$ cat src/rtl/int_ctrl.sv
// int_ctrl: memory-mapped interrupt controller with edge-latched pending bits and claim/complete.
// Define INT_CTRL_SYNC_EN to pass irq through 2-flop synchronizers before edge detection.
module int_ctrl #(
    parameter int          NUM_IRQ   = 8,
    parameter logic [31:0] BASE_ADDR = 32'h0000_4000
) (
    input  logic               clk,
    input  logic               rst,
    input  logic [31:0]        addr,
    input  logic [31:0]        data_in,
    input  logic               mem_rd,
    input  logic               mem_wr,
    output logic [31:0]        data_out,
    output logic               oe_data,
    input  logic [NUM_IRQ-1:0] irq,
    output logic               hwint
);
    logic [NUM_IRQ-1:0] pending, enable, in_service, irq_q, irq_s;
    logic [NUM_IRQ-1:0] rise, elig, claim_oh, cmp_oh, w1c, clm;
    logic [31:0]        claim_val;
    logic [1:0]         off, warm;
    logic               sel, rd, wr, unused_bits;

`ifdef INT_CTRL_SYNC_EN
    localparam logic [1:0] WARM = 2'd3;
    logic [NUM_IRQ-1:0] sync1, sync2;
    always_ff @(posedge clk) begin
        if (rst) begin
            sync1 <= '0;
            sync2 <= '0;
        end else begin
            sync1 <= irq;
            sync2 <= sync1;
        end
    end
    assign irq_s = sync2;
`else
    localparam logic [1:0] WARM = 2'd1;
    assign irq_s = irq;
`endif

    assign sel         = addr[31:2] == BASE_ADDR[31:2];
    assign off         = addr[1:0];
    assign rd          = mem_rd && sel;
    assign wr          = mem_wr && sel;
    assign elig        = pending & enable;
    assign unused_bits = ^data_in;
    // Edges are ignored until irq_q has been reloaded from the (synchronized) line after reset
    assign rise = (warm == WARM) ? irq_s & ~irq_q : '0;
    assign w1c  = (wr && off == 2'd0) ? data_in[NUM_IRQ-1:0] : '0;
    assign clm  = (rd && off == 2'd2) ? claim_oh : '0;

    always_comb begin
        claim_oh  = '0;
        claim_val = '0;
        for (int i = NUM_IRQ - 1; i >= 0; i--) begin
            if (elig[i]) begin
                claim_oh    = '0;
                claim_oh[i] = 1'b1;
                claim_val   = 32'(i + 1);
            end
        end
        for (int i = 0; i < NUM_IRQ; i++)
            cmp_oh[i] = wr && off == 2'd3 && data_in[4:0] == 5'(i + 1);
    end

    always_ff @(posedge clk) begin
        if (rst) begin
            pending    <= '0;
            enable     <= '0;
            in_service <= '0;
            irq_q      <= '0;
            warm       <= '0;
        end else begin
            irq_q      <= irq_s;
            warm       <= (warm == WARM) ? warm : warm + 2'd1;
            pending    <= (pending & ~w1c & ~clm) | rise;
            in_service <= (in_service | clm) & ~cmp_oh;
            if (wr && off == 2'd1)
                enable <= data_in[NUM_IRQ-1:0];
        end
    end

    assign oe_data  = rd;
    assign data_out = !rd ? '0 :
                      off == 2'd0 ? 32'(pending) :
                      off == 2'd1 ? 32'(enable) :
                      off == 2'd2 ? claim_val : '0;
    assign hwint    = |elig && in_service == '0;
endmodule
$ cat config.mk
export PLATFORM = sky130hd
export DESIGN_NAME = int_ctrl
export DESIGN_NICKNAME = d
export VERILOG_FILES = /design/src/rtl/int_ctrl.sv
export SDC_FILE = /design/constraint.sdc
export NUM_CORES = 1
export LEC_CHECK = 0
export BUFFER_PORTS_ARGS = -buffer_cell sky130_fd_sc_hd__buf_2
export CAP_MARGIN = 20
export CORE_AREA = 2 2 73 75
export CTS_CLUSTER_SIZE = 30
export DETAILED_ROUTE_END_ITERATION = 16
export DIE_AREA = 0 0 75 77
export PLACE_DENSITY_LB_ADDON = 0.25
export SKIP_CTS_REPAIR_TIMING = 1
export SYNTH_ARGS = -nofsm -noshare
export SYNTH_HDL_FRONTEND = slang
export SYNTH_SLANG_ARGS = --single-unit
$ cat constraint.sdc
create_clock -name clk -period 2 [get_ports clk]
set_clock_uncertainty 0.05 [all_clocks]
set_input_delay 0.1 -clock clk [delete_from_list [all_inputs] [get_ports clk]]
set_output_delay 0.1 -clock clk [all_outputs]
set_load 0.05 [all_outputs]
# Word level (Yosys, flattened, before mapping)
# Index checks and enable logic that the tools add are counted.
word_totals:
  reg_bits: 34
  latchBits: 0
  mem_bits_rw: 0
  mem_bits_ro: 0
  in_bits: 76
  elab_cells: 71
  n_memories: 0
op_classes:
  n_addsub: 1
  n_mul: 0
  n_div: 0
  n_lt_le_gt_ge: 0
  eq_ne: 13
  shifts: 0
  muxes: 23
  n_bitwise: 11
  n_reduce_logical: 18
op_table:
  columns: ["op", "count"]
  rows:
  - ["two-way mux 32 bit", 11]
  - ["two-way mux 8 bit", 11]
  - ["AND 8 bit", 5]
  - ["NOT 8 bit", 4]
  - ["== test 30 x 13 -> 1 bit (second input constant)", 1]
  - ["== test 5 x 3 -> 1 bit (second input constant)", 4]
  - ["OR 8 bit", 2]
  - ["logical AND 1 bit", 15]
  - ["== test 5 x 2 -> 1 bit (second input constant)", 2]
  - ["zero test 8 bit", 1]
  - ["OR reduction 8 bit", 1]
  - ["== test 5 x 1 -> 1 bit (second input constant)", 1]
  - ["== test 5 x 4 -> 1 bit (second input constant)", 1]
  - ["== test 2 x 1 -> 1 bit (second input constant)", 2]
  - ["== test 2 bit (second input constant)", 2]
  - ["two-way mux 4 bit", 1]
  - ["adder 2 x 1 -> 2 bit (second input constant)", 1]
  - ["zero test 2 bit", 1]

# Longest topological paths before layout
depth:
  depth_word: 13
  ltp_mapped: 6
  depth_no_buf: 5

# Worst setup path before layout
# Ideal clock, no wire load.
synth_timing:
  path_type: "reg2out"
  start: "register pending[2]"
  end: "output port data_out[2]"
  arrival_ns: 3.410
  setup_slack_ns: -1.560
  stages_incl_launch_ff: 4
  path_buffers: 0
  path_cell_list: "dfxtp_1 a222oi_1 nand2_1 a2111oi_0"
synth_via:
  elab_chain_cells: 8
synth_lines:
  columns: ["item", "line_no", "text"]
  rows:
  - ["start, declared", "18", "logic [NUM_IRQ-1:0] pending, enable, in_service, irq_q, irq_s;"]
  - ["start signal, assigned", "77", "pending <= (pending & ~w1c & ~clm) | rise;"]
  - ["AND 8 bit", "46", "assign elig = pending & enable;"]
  - ["two-way mux 32 bit (3 in a row)", "57", "if (elig[i]) begin"]
  - ["two-way mux 32 bit", "88", "off == 2'd2 ? claim_val : '0;"]
  - ["two-way mux 32 bit", "87", "off == 2'd1 ? 32'(enable) :"]
  - ["two-way mux 32 bit (*)", "86", "off == 2'd0 ? 32'(pending) :"]
  - ["two-way mux 32 bit (*)", "85", "assign data_out = !rd ? '0 :"]
  - ["end, declared", "13", "output logic [31:0] data_out,"]
# Mark *: on every way between the ends. The rest lies on a longest branch, timed or not.

# Final worst setup path
layout_timing:
  start: "register pending[2]"
  end: "output port data_out[3]"
layout_via:
  elab_chain_cells: 8
layout_lines:
  columns: ["item", "line_no"]
  rows:
  - ["AND 8 bit", "46"]
  - ["two-way mux 32 bit (3 in a row)", "57"]
  - ["two-way mux 32 bit", "88"]
  - ["two-way mux 32 bit", "87"]
  - ["two-way mux 32 bit", "86"]
  - ["two-way mux 32 bit", "85"]
# Every way passes these cells.

==> out/metrics.yaml <==
worst_setup_path:
  crit_path_end_kind: "output port"
  crit_arrival_ns: 1.78
  critPathMaxFanout: 5
  reg2reg_slack_ns: 0.30
  rr_worst_depth: 6
  rr_startpoint: "pending[2]$_SDFF_PP0_"
  crit_path_start_kind: "register"
  worstReg2RegEnd: "pending[7]$_SDFF_PP0_"
  critPathKind: "reg2out"
  cp.required_ns: 1.85
floorplanning:
  die-area_um2: 5780
  initial_core_util_pct: 44.8
  die_y_um: 77
  io_pins: 110
  coreArea_um2: 4980
  die_x_um: 75
  num_rows: 26
cells_and_area:
  syn_to_final_growth_pct: 22.5
  mostFrequentLayoutCells: "59 x buf_2, 33 x dfxtp_1, 24 x conb_1, 19 x nand2_1, 16 x buf_4"
  final_cell_count_no_fill: 405
  final_common_cell: "buf_2"
  layout.nets: 411
  fill_cells: 496
  diodes: 0
  fin_util_pct: 54.9
  drive_gt1_share_pct: 30.4
clocking:
  h-tree-depth: 2
  clockBufferDepth: 2
  cts.sinks: 34
  numCtsBuffers: 5
  clock_latency_ns: 0.29
  cts-root-buf: "clkbuf_8"
  cts_tree: "done"
  path_clk_slew_ns: 0.06
hold_path:
  worstHoldStart: "irq[0]"
  hold_end: "irq_q[0]$_SDFF_PP0_"
  hp-class: "in2reg"
  min_delay_path_depth: 2
route:
  post-route-drc-count: 0
  vias: 2354
  wirelength_um: 6290
  via_per_inst: 5.81
  avgRoutedWirePerCell_um: 15.5
  first_pass_iters: 5
  drtIter0Drc: 265
  ant_nets: 0
global_routing:
  antenna_found_initial: 0
  grt_usage_pct: 23.0
  grt_max_degree: 31
  grt_pass1_vias: 2149
  grt_pass1_wl_um: 10400
  overflow: 0
sta:
  finalSetupTns_ns: 0
  hold_violations: 1
  period_share_pct: 96.5
  hold_slack_ns: -0.00762
  period_minus_slack_ns: 1.93
  max_freq_mhz: 518
  relSlewSlack_pct: 63.0
  worst_pin_slew_ns: 0.554
  setup_viol: 0
  slew_viol_final: 0
power:
  irDropWorstVdd_mv: 0.705
  leakagePower_uw: 0.00111
  power_density_nw_per_um2: 638
synthesis:
  synthFlopType: "dfxtp_1"
  synth_seq_cells: 34
  synth_async_sr_flop_share_pct: 0
  netlist_instances: 267
  syn_area_per_cell_um2: 8.36
  yosysUniqueCellTypes: 54
  syn_area_um2: 2230
  ys_seq_area_share_pct: 30.5
  yosysWarningCount: 0
  synth-edff-count: 0
outcome:
  violations: "hold timing"
  status: "complete, but fails checks"
placed_design:
  port_buffers: 61
  place.gp.congestion: 0.878
  post-dp-hpwl_um: 4700
  placed_cells: 396
run:
  drv_cap: 0
[metrics by stage]
step	setup slack [ns]	instance area [um2]	total power, uW
after floorplan	-0.193	2340	1120
final	0.0691	2730	1750
after global routing	-0.00546	2730	1850
after CTS	-0.0858	2700	1750
after detailed placement	0.0813	2610	1230
after global placement	0.106	2610	1220
[synthesized netlist by cell type, types with 2 or more instances]
master	number	area, um2
a21oi_1	14	70.1
a22oi_1	2	15.0
a31oi_1	5	31.3
a41oi_1	2	17.5
and3b_1	2	17.5
and4_1	5	43.8
buf_2	3	15.0
buf_4	24	180
clkbuf_1	12	45.0
dfxtp_1	34	681
inv_1	6	22.5
mux2i_1	5	50.1
nand2_1	20	75.1
nand2b_1	2	12.5
nand3_1	8	40.0
nand3b_1	10	75.1
nand4_1	10	62.6
nor2_1	10	37.5
nor2b_1	11	68.8
nor3_1	7	35.0
nor3b_1	3	22.5
nor4_1	11	68.8
nor4_2	4	50.1
nor4_4	2	42.5
o211a_1	4	40.0
o211ai_1	2	15.0
o21ai_0	2	10.0
o21ai_1	5	25.0
o311ai_0	2	17.5
o311ai_1	4	35.0
o31ai_1	8	60.1
o41ai_1	2	17.5
or4_1	5	37.5
[power breakdown]
group          internal, uW  switching [uW]
clock network           278             245
logic                   151             285
registers               740            46.7
[worst max-delay path by stage]
stage	from	to	slack, ns
after floorplan	addr[20]	data_out[4]	-0.19
after global placement	addr[15]	pending[2]$_SDFF_PP0_	0.11
after detailed placement	addr[15]	pending[2]$_SDFF_PP0_	0.08
after CTS	pending[2]$_SDFF_PP0_	data_out[2]	-0.09
after global routing	enable[2]$_SDFFE_PP0P_	data_out[3]	-0.005
final	pending[2]$_SDFF_PP0_	data_out[3]	0.07
[logic make-up (layout without fill, tap and decap cells)]
logic type / Yosys count / in the layout / share of synthesized area, %
AOI/OAI and AO/OA: 60 / 60 / 18.9
xor gates and xnor gates: 1 / 1 / 0.392
adders and majority gates: 1 / 1 / 0.560
buffers and inverters: 48 / 93 / 12.6
DFF: 34 / 34 / 30.5
muxes: 6 / 6 / 2.75
other: 1 / 24 / 0.168
and+or+nand+nor: 116 / 116 / 34.1
[flip-flops by register name (all words and copies together), names as in the netlist]
signal,cells
enable,8
irq_q,8
in_service,8
pending,8
warm,2
[critical path, cell delays in order, from the launching register on]
cell      delay [ns]
dfxtp_1         0.33
a222oi_1        0.36
buf_4           0.21
and4_4          0.24
a21oi_2         0.04
nor2_1          0.14
buf_6           0.18
[per-layer routing]
metal	vias to the layer above	routed length, um	track usage (%)
li1	1111	-	-
met1	1076	2700	32.3
met2	154	2910	35.4
met3	13	596	5.12
met4	0	87	5.89
met5	-	0	0
[area by class of cell]
cell class / instances / area (um2) / area share (%)
Multi-Input combinational cell: 208 / 1390 / 50.8
Clock buffer: 7 / 86.3 / 3.16
Tap cell: 70 / 87.6 / 3.20
Inverter: 7 / 26.3 / 0.961
Timing Repair Buffer: 78 / 458 / 16.8
Sequential cell: 34 / 682 / 24.9
Clock inverter: 1 / 5.00 / 0.183
No activity file was read; power rests on OpenSTA's default activity.
